### config.mk
export PLATFORM = sky130hd
export DESIGN_NAME = eth_fifo_rd_sched
export DESIGN_NICKNAME = d
export VERILOG_FILES = /design/src/rtl/eth_sched_pkg.sv /design/src/rtl/sched_skid_fifo.sv /design/src/rtl/eth_fifo_rd_sched.sv
export SDC_FILE = /design/constraint.sdc
export NUM_CORES = 1
export LEC_CHECK = 0
export BUFFER_PORTS_ARGS = -buffer_cell sky130_fd_sc_hd__buf_2
export CORE_MARGIN = 1.5
export CORE_UTILIZATION = 54
export DETAILED_ROUTE_END_ITERATION = 12
export PLACE_DENSITY = 0.79
export SETUP_SLACK_MARGIN = 0.02
export SLEW_MARGIN = 20
export SYNTH_ARGS = -nofsm -noshare
export SYNTH_HDL_FRONTEND = slang
export SYNTH_SLANG_ARGS = --single-unit
### constraint.sdc
create_clock -name i_rd_clk -period 2.2 [get_ports i_rd_clk]
set_input_delay 0.11 -clock i_rd_clk [delete_from_list [all_inputs] [get_ports i_rd_clk]]
set_output_delay 0.11 -clock i_rd_clk [all_outputs]
set_load 0.05 [all_outputs]
### src/rtl/eth_sched_pkg.sv
// Shared types and defaults for the Ethernet FIFO read-side scheduler.
package eth_sched_pkg;

    typedef enum logic [1:0] {
        IDLE  = 2'd0,
        BURST = 2'd1,
        DRAIN = 2'd2,
        GAP   = 2'd3
    } sched_state_t;

    localparam int LEN_W        = 16;
    localparam int DEF_MAX_LEN  = 1024;
    localparam int DEF_IDLE_TO  = 256;
    localparam int DEF_GAP_CYC  = 12;
    localparam int DEF_RD_LAT   = 2;
    localparam int DEF_SKID_DEP = 4;

    // Bits needed to hold 0..maxVal, never less than one.
    function automatic int cntWidth(input int maxVal);
        return (maxVal < 2) ? 1 : $clog2(maxVal + 1);
    endfunction

endpackage

### src/rtl/sched_skid_fifo.sv
// Small register FIFO that absorbs bytes already requested from the upstream FIFO.
module sched_skid_fifo #(
    parameter int DEPTH = 4,
    parameter int W     = 8
) (
    input  logic                       i_clk,
    input  logic                       i_rst,
    input  logic                       i_push,
    input  logic [W-1:0]               i_data,
    input  logic                       i_pop,
    output logic [W-1:0]               o_data,
    output logic [$clog2(DEPTH+1)-1:0] o_count
);

    localparam int CNT_W = $clog2(DEPTH + 1);
    localparam int PTR_W = $clog2(DEPTH);

    logic [W-1:0]     r_mem [DEPTH];
    logic [PTR_W-1:0] r_wrPtr;
    logic [PTR_W-1:0] r_rdPtr;
    logic [CNT_W-1:0] r_count;
    logic             w_doPush;
    logic             w_doPop;

    // A push into a full buffer is only accepted when a pop frees a slot the same cycle.
    assign w_doPop  = i_pop & (r_count != '0);
    assign w_doPush = i_push & ((r_count != CNT_W'(DEPTH)) | w_doPop);

    always_ff @(posedge i_clk) begin
        if (w_doPush) begin
            r_mem[r_wrPtr] <= i_data;
        end
    end

    always_ff @(posedge i_clk) begin
        if (i_rst) begin
            r_wrPtr <= '0;
            r_rdPtr <= '0;
            r_count <= '0;
        end else begin
            if (w_doPush) begin
                r_wrPtr <= r_wrPtr + 1'b1;
            end
            if (w_doPop) begin
                r_rdPtr <= r_rdPtr + 1'b1;
            end
            case ({w_doPush, w_doPop})
                2'b10:   r_count <= r_count + 1'b1;
                2'b01:   r_count <= r_count - 1'b1;
                default: r_count <= r_count;
            endcase
        end
    end

    assign o_data  = r_mem[r_rdPtr];
    assign o_count = r_count;

endmodule

### src/rtl/eth_fifo_rd_sched.sv
// Reads bytes out of the async FIFO and re-emits them as length-limited,
// idle-terminated valid/ready frames with an inter-frame gap.
module eth_fifo_rd_sched
    import eth_sched_pkg::*;
#(
    parameter int MAX_LEN  = DEF_MAX_LEN,
    parameter int IDLE_TO  = DEF_IDLE_TO,
    parameter int GAP_CYC  = DEF_GAP_CYC,
    parameter int RD_LAT   = DEF_RD_LAT,
    parameter int SKID_DEP = DEF_SKID_DEP
) (
    input  logic             i_rd_clk,
    input  logic             i_rd_rst,
    input  logic             i_enable,
    input  logic             i_rd_empty,
    output logic             o_rd_en,
    input  logic [7:0]       i_rd_data,
    output logic             o_tx_valid,
    input  logic             i_tx_ready,
    output logic [7:0]       o_tx_data,
    output logic             o_tx_last,
    output logic [LEN_W-1:0] o_tx_len,
    output logic             o_busy
);

    localparam int OCC_W    = $clog2(SKID_DEP + 1);
    localparam int SUM_W    = OCC_W + 1;
    localparam int IDLE_W   = cntWidth(IDLE_TO);
    localparam int GAP_W    = cntWidth(GAP_CYC);
    localparam int GAP_LAST = (GAP_CYC > 1) ? GAP_CYC - 1 : 0;

    sched_state_t     r_state;
    sched_state_t     w_nextState;
    logic [LEN_W-1:0] r_rdCnt;
    logic [LEN_W-1:0] r_outCnt;
    logic [LEN_W-1:0] r_lenHold;
    logic [IDLE_W-1:0] r_idleCnt;
    logic [GAP_W-1:0] r_gapCnt;
    logic             r_term;
    logic [RD_LAT-1:0] r_vldPipe;

    logic [OCC_W-1:0] w_skidCount;
    logic [7:0]       w_skidHead;
    logic [SUM_W-1:0] w_inFlight;
    logic [SUM_W-1:0] w_used;
    logic             w_rdEn;
    logic             w_push;
    logic             w_valid;
    logic             w_last;
    logic             w_hs;
    logic             w_termHit;

    sched_skid_fifo #(
        .DEPTH (SKID_DEP),
        .W     (8)
    ) u_skid (
        .i_clk   (i_rd_clk),
        .i_rst   (i_rd_rst),
        .i_push  (w_push),
        .i_data  (i_rd_data),
        .i_pop   (w_hs),
        .o_data  (w_skidHead),
        .o_count (w_skidCount)
    );

    always_comb begin
        w_inFlight = '0;
        for (int k = 0; k < RD_LAT; k++) begin
            w_inFlight = w_inFlight + SUM_W'(r_vldPipe[k]);
        end
    end

    // Reading only while buffered plus requested bytes leave a free slot means
    // every returning byte always has room in the skid buffer.
    assign w_used  = SUM_W'(w_skidCount) + w_inFlight;
    assign w_rdEn  = (r_state == BURST) & ~i_rd_empty & (w_used < SUM_W'(SKID_DEP))
                   & (r_rdCnt < LEN_W'(MAX_LEN));
    assign w_push  = r_vldPipe[RD_LAT-1];

    // The lone buffered byte is held back until the frame is known to be closing,
    // so the genuine final byte is the one that carries tx_last.
    assign w_valid = (w_skidCount >= OCC_W'(2)) | (r_term & (w_skidCount != '0));
    assign w_last  = r_term & (w_skidCount == OCC_W'(1)) & (w_inFlight == '0);
    assign w_hs    = w_valid & i_tx_ready;

    always_comb begin
        w_nextState = r_state;
        w_termHit   = 1'b0;
        case (r_state)
            IDLE: begin
                if (i_enable & ~i_rd_empty) begin
                    w_nextState = BURST;
                end
            end
            BURST: begin
                w_termHit = (r_rdCnt == LEN_W'(MAX_LEN))
                          | (i_rd_empty & (r_idleCnt == IDLE_W'(IDLE_TO - 1)));
                if (w_termHit) begin
                    w_nextState = DRAIN;
                end
            end
            DRAIN: begin
                if (w_hs & w_last) begin
                    w_nextState = GAP;
                end
            end
            GAP: begin
                if (r_gapCnt == GAP_W'(GAP_LAST)) begin
                    w_nextState = IDLE;
                end
            end
            default: w_nextState = IDLE;
        endcase
    end

    always_ff @(posedge i_rd_clk) begin
        if (i_rd_rst) begin
            r_state <= IDLE;
        end else begin
            r_state <= w_nextState;
        end
    end

    always_ff @(posedge i_rd_clk) begin
        if (i_rd_rst) begin
            r_rdCnt   <= '0;
            r_outCnt  <= '0;
            r_lenHold <= '0;
            r_idleCnt <= '0;
            r_gapCnt  <= '0;
            r_term    <= 1'b0;
            r_vldPipe <= '0;
        end else begin
            r_vldPipe[0] <= w_rdEn;
            for (int k = 1; k < RD_LAT; k++) begin
                r_vldPipe[k] <= r_vldPipe[k-1];
            end

            if ((r_state == IDLE) && (w_nextState == BURST)) begin
                r_rdCnt   <= '0;
                r_outCnt  <= '0;
                r_idleCnt <= '0;
                r_term    <= 1'b0;
            end else begin
                if (w_rdEn) begin
                    r_rdCnt   <= r_rdCnt + 1'b1;
                    r_idleCnt <= '0;
                end else if ((r_state == BURST) && i_rd_empty
                             && (r_idleCnt != IDLE_W'(IDLE_TO))) begin
                    r_idleCnt <= r_idleCnt + 1'b1;
                end
                if (w_termHit) begin
                    r_term <= 1'b1;
                end
                if (w_hs && (r_outCnt != '1)) begin
                    r_outCnt <= r_outCnt + 1'b1;
                end
            end

            if (w_hs & w_last) begin
                r_lenHold <= r_outCnt + 1'b1;
            end

            if (r_state != GAP) begin
                r_gapCnt <= '0;
            end else if (r_gapCnt != GAP_W'(GAP_LAST)) begin
                r_gapCnt <= r_gapCnt + 1'b1;
            end
        end
    end

    assign o_rd_en    = w_rdEn;
    assign o_tx_valid = w_valid;
    assign o_tx_data  = w_valid ? w_skidHead : 8'h00;
    assign o_tx_last  = w_last;
    assign o_tx_len   = w_last ? (r_outCnt + 1'b1) : r_lenHold;
    assign o_busy     = (r_state != IDLE);

endmodule

==> results of run 1 <==
[registers in the layout (all words and copies together), names as in the netlist, named ones only]
| register | flops |
|---|---|
| r_rdCnt | 16 |
| u_skid.r_mem | 32 |
| r_vldPipe | 2 |
| u_skid.r_rdPtr | 2 |
| r_lenHold | 16 |
| r_gapCnt | 4 |
| r_idleCnt | 9 |
| r_state | 2 |
| u_skid.o_count | 3 |
| r_outCnt | 16 |
| r_term | 1 |
| u_skid.r_wrPtr | 2 |
[per-layer routing]
layer / share of wire, % / vias up / GRT usage, %
met4: 1.6 / 0 / 9.21
met5: 0 / - / 0
li1: - / 1837 / -
met2: 52 / 117 / 36.9
met1: 42 / 1794 / 27.4
met3: 4.5 / 18 / 2.79
[power by group through the flow]
stage | logic, mW | clock network (mW) | registers (mW)
final | 0.168 | 1.09 | 2.04
after CTS | 0.161 | 1.10 | 2.05
after floorplan | 0.0966 | 0 | 2.09
after global placement | 0.143 | 0 | 2.09
after detailed placement | 0.148 | 0 | 2.09
after global routing | 0.183 | 1.19 | 2.04
[area by class of cell]
class,count,area share [%]
Inverter,24,1.54
Multi-Input combinational cell,333,41.3
Clock inverter,6,0.836
Sequential cell,107,42.7
Tap cell,108,2.31
Timing Repair Buffer,75,9.13
Clock buffer,10,2.19
[what timing repair did]
action / in CTS / in global routing
hold buffers: 8 / 0
cloned: 0 / 0
pin swaps: 4 / 8
resized for setup: 18 / 41
endpoints found under the setup margin: 20 / 35
endpoints found under the hold margin: 32 / 0
setup buffers: 5 / 8
[placed cells by master (no fill, tap or decap), types with 3 or more instances in the layout]
cell type and n:
dfxtp_2 6, clkbuf_8 9, a211oi_1 14, clkinv_4 3, dfxtp_1 63, nand3_1 14
mux4_2 8, nor4_1 3, and3_1 4, dfxtp_4 6, or3_1 4, nor4b_1 3
o21ai_1 8, xor2_1 19, nor2_1 52, a21oi_1 16, xnor2_1 11, mux2i_1 7
buf_4 29, ha_1 17, or4_1 6, and4_1 3, nand4_1 10, nor4_4 3
and2_1 9, buf_2 31, nor2b_1 9, nand2_1 47, a31oi_1 3, o211ai_1 5
o21ai_0 13, edfxtp_1 32, dlygate4sd3_1 8, clkbuf_4 3, inv_1 24, nor2_2 3
[final timing paths]
| path | from | end | slack (ns) | cells past startpoint |
|---|---|---|---|---|
| worst min register to register | r_rdCnt[12] | r_rdCnt[12] | 0.48 | 1 |
| worst min-delay path | i_rd_rst | u_skid.r_rdPtr[0] | 0.09 | 2 |
| worst max-delay path | r_outCnt[1] | o_tx_len[15] | -0.002 | 7 |
| worst max register to register | u_skid.o_count[0] | u_skid.o_count[2] | 0.15 | 9 |
[cell families after synthesis]
family | Yosys count
adders and majority gates | 20
xor gates and xnor gates | 34
buffers and inverters | 43
DFF | 107
AOI/OAI and AO/OA | 76
muxes | 15
and+or+nand+nor | 188
==> impl_metrics.toml, run 1 <==
[run_status]
outcome = "finished with violations"
violations = "negative setup slack"

[power]
pwr-share-seq_pct = 61.8
cellInternalPower_mw = 2.51
leakage_nw = 2.20
peakVddDrop_mv = 0.284
p_per_area_nw_per_um2 = 565
power.switching_uw = 784
comb_power_share_pct = 5.1
p_clk_share_pct = 33.1
p_total_mw = 3.30
p_sw_share_pct = 23.8

[floorplan]
die-area_um2 = 9630
ios = 41
die_y_um = 98.2
start_util_pct = 55.8
rows = 34
core_area_um2 = 8760
die_x_um = 98.2

[cells_and_area]
finalNonFillerCells = 663
diodes = 0
multiInputGateArea_um2 = 2410
area_growth_pct = 19.4
final_util_pct = 66.6
fillers = 649
final_nets = 583
seqCellArea_um2 = 2490
drive_gt1_share_pct = 23.6
fin_area_um2 = 5840

[sta]
skew_ns = 0.0183
fmax_mhz = 454
drv_slew = 0
relSlewSlack_pct = 43.2
finalCritPeriodShare_pct = 100
fin_ws_ns = -0.00165
fin_crit_ns = 2.20
fin_hold_ws_ns = 0.0926
finalSetupViolations = 1
worst_pin_slew_ns = 0.849
rsz0062_at_grt = "yes"
finalHoldViolCount = 0
fin_tns_setup_ns = -0.00165

[synth]
yosysWarnings = 0
ys_ff_latch = 107
synth_common_cells = "dfxtp_1 (75), nor2_1 (56), nand2_1 (47)"
ys_seq_area_share_pct = 50.4
synthCells = 483
async_flop_share_pct = 0
synth_top_area_share_pct = 30.7
yosysTopAreaCell = "dfxtp_1"
ys.flop_type = "dfxtp_1"
synth_cell_types = 51
synth_fp_nets = 516
postSynthAreaPerCell_um2 = 10.1
synthMuxAreaShare_pct = 5.12
synth-simple-area-share_pct = 19.9
synth-edff-count = 32
yosysMostFrequentCell = "dfxtp_1"
synth.area.top_cells = "dfxtp_1 (31%), edfxtp_1 (20%), ha_1 (5.1%)"
synthesis.area_um2 = 4890
synthAdderAreaFrac_pct = 5.12
synth_compound_area_share_pct = 9.77
yosys.area_share.xor_xnor_pct = 6.09
synth_top_family_by_area = "simple AND/OR/NAND/NOR gates"

[setup_path]
end_kind = "output port"
arrival_ns = 2.09
crit_required_ns = 2.09
cp_max_fo = 4
slowest_delay_ns = 0.39
critPathTopFamily = "simple AND/OR/NAND/NOR gates"
critPathKind = "flip-flop to output port"
startpoint_type = "flip-flop"
cpMaxStageDelayCell = "dfxtp_4"
worstPathCellList = "nand4_1, buf_4, nor4_4, nand3_1, xor2_1, o21ai_1, buf_6"
critPathBufInv = 2

[placement]
placed_area_um2 = 5260
portBuffers = 40
place_inst = 626
pre_cts_slack_ns = -0.0384
gp_congestion = 0.854
dp_hpwl_um = 6760

[clocking]
clkTransAtPathRegs_ns = 0.11
clk_latency_ns = 0.37
cts-buffers-inserted = 9
cts_tree = "built"
htree_levels = 3
clockBufferDepth = 2
numClockSinks = 107
ctsRootBufferMaster = "clkbuf_8"

[drt]
drt_iter0_markers = 163
routed-via-count = 3766
drc_errors = 0
first_pass_iters = 5
wl_per_cell_um = 15.8
ant_nets = 0
viasPerCell = 5.68
drt-total-wl_um = 10500

[grt]
grt_first_pass_wirelength_um = 16800
grt_overflow = 0
grt_start_max_net_pins = 31
grt_pass1_vias = 3578
antenna_found_initial = 0
track_usage_pct = 21.5

[run]
drv_cap = 0

[hold_path]
min_path_type = "input pin to flip-flop"
Note: power is estimated with default switching activity, not from simulation.
==> inputs of run 2 (changes only) <==
Settings changed: CORE_UTILIZATION 54 to 50, HOLD_SLACK_MARGIN set to 0.1, PLACE_DENSITY 0.79 to 0.74.
==> run 2 against run 1 <==
Largest power group unchanged. Highest routed layer unchanged. Sequential power barely moved. Register-to-register slack got worse by 0.08 ns. Global-route usage fell by 2.8 points. The run now ends clean. Cell count rose by 3.0%. Count of clock-buffer cells in the layout did not move.
==> impl_metrics.toml, run 2 (synthesis gave the netlist of run 1 again) <==
[run_status]
outcome = "finished clean"

[cells_and_area]
final_cell_mix = "dfxtp_1 (63), nor2_1 (53), nand2_1 (47)"
area_growth_pct = 18.3
fin_area_um2 = 5790
diodes = 0
final_nets = 582
drive_gt1_share_pct = 22.0
top_register = "u_skid.r_mem"
final_common_cell = "dfxtp_1"
largest_reg_flops = 32
final_util_pct = 61.7

[clocking]
clockBufferDepth = 2
clk_latency_ns = 0.37
ctsRootBufferMaster = "clkbuf_8"
htree_levels = 3
numClockSinks = 107
cts_tree = "built"
cts-buffers-inserted = 9
clkTransAtPathRegs_ns = 0.10

[floorplan]
die_y_um = 102
ios = 41
start_util_pct = 52.2
rows = 35
core_area_um2 = 9370
die_x_um = 102
die-area_um2 = 10400

[drt]
routed-via-count = 3702
ant_nets = 0
drc_errors = 0
viasPerCell = 5.42
drt_iter0_markers = 145
first_pass_iters = 4
drt-total-wl_um = 9420
wl_per_cell_um = 13.8

[grt]
grt_start_max_net_pins = 31
grt_overflow = 0
grt_pass1_vias = 3321
antenna_found_initial = 0
grt_first_pass_wirelength_um = 15300
track_usage_pct = 18.7

[setup_path]
slowest_delay_ns = 0.47
critPathTopFamily = "simple AND/OR/NAND/NOR gates"
rr_startpoint = "u_skid.o_count[1]"
critPathBufInv = 2
worstPathCellList = "inv_1, ha_1, nor2b_4, o21ai_4, buf_4, a31o_2, or4_1, nand2_1"
cpMaxStageDelayCell = "or4_1"
r2r_setup_slack_ns = 0.07
critPathKind = "flip-flop to flip-flop"
end_kind = "flip-flop"
cp_max_fo = 18
arrival_ns = 2.43
startpoint_type = "flip-flop"
crit_required_ns = 2.50
crit_path_start = "u_skid.o_count[1]"

[sta]
relSlewSlack_pct = 45.9
rsz0062_at_grt = "yes"
fin_crit_ns = 2.13
finalHoldViolCount = 0
worst_pin_slew_ns = 0.808
fin_tns_setup_ns = 0
fmax_mhz = 470
finalCritPeriodShare_pct = 96.8
drv_slew = 0
skew_ns = 0.0130
finalSetupViolations = 0

[run]
drv_cap = 0

[power]
leakage_nw = 2.16
p_per_area_nw_per_um2 = 566
peakVddDrop_mv = 0.277

[placement]
placed_area_um2 = 5290
dp_hpwl_um = 6480
gp_congestion = 0.819
portBuffers = 40

[hold_path]
min_from = "i_rd_empty"
min_path_type = "input pin to flip-flop"
-- run 2: path summary, 6_finish.rpt --
check	end	cells past startpoint
hold / removal	r_state[0]	4
setup / recovery	r_outCnt[4]	8
setup reg to reg	r_outCnt[4]	8
hold reg to reg	r_rdCnt[11]	1
-- run 2: cell type report --
type | instances | area, µm²
Timing Repair Buffer | 74 | 512
Tap cell | 129 | 161
Inverter | 24 | 90.1
Clock inverter | 6 | 42.5
Fill cell | 788 | 3580
Sequential cell | 107 | 2490
Clock buffer | 10 | 128
Multi-Input combinational cell | 333 | 2360
-- run 2: worst register-to-register path, delay by kind of cell, from the launching register on --
kind | cells | cell delay, ns
DFF | 1 | 0.38
and+or+nand+nor | 3 | 0.77
AOI/OAI and AO/OA | 2 | 0.42
adders and majority gates | 1 | 0.27
buffers and inverters | 2 | 0.24
-- run 2: what timing repair did --
action / in CTS / in global routing
setup endpoints to repair: 19 / 31
hold endpoints to repair: 39 / 0
resized for setup: 13 / 38
hold buffers: 9 / 0
pin swaps: 4 / 8
setup buffers: 3 / 5
-- run 2: metal layers --
layer	part of all wire, %	GRT usage (%)	vias to the layer above	routed length [µm]
met5	0	0	-	0
met4	1.6	6.64	0	153
met3	3.1	3.69	15	291
met2	48	30.4	58	4520
met1	47	25.2	1786	4460
li1	-	-	1843	-
-- run 2: through the flow --
step	hold slack [ns]	worst slack [ns]	instances	power, mW
floorplan	0.209	0.000857	483	2.19
global placement	0.322	0.0999	650	2.23
detailed placement	0.327	0.000454	650	2.24
CTS	0.131	0.000237	678	3.30
global route	0.200	-0.0282	683	3.39
finish	0.159	0.0704	683	3.28
-- run 2: power by group --
part	switching, mW	internal [mW]	leakage (nW)
Clock	0.663	0.410	0.0722
Sequential	0.00952	2.03	0.900
Combinational	0.107	0.0600	1.19
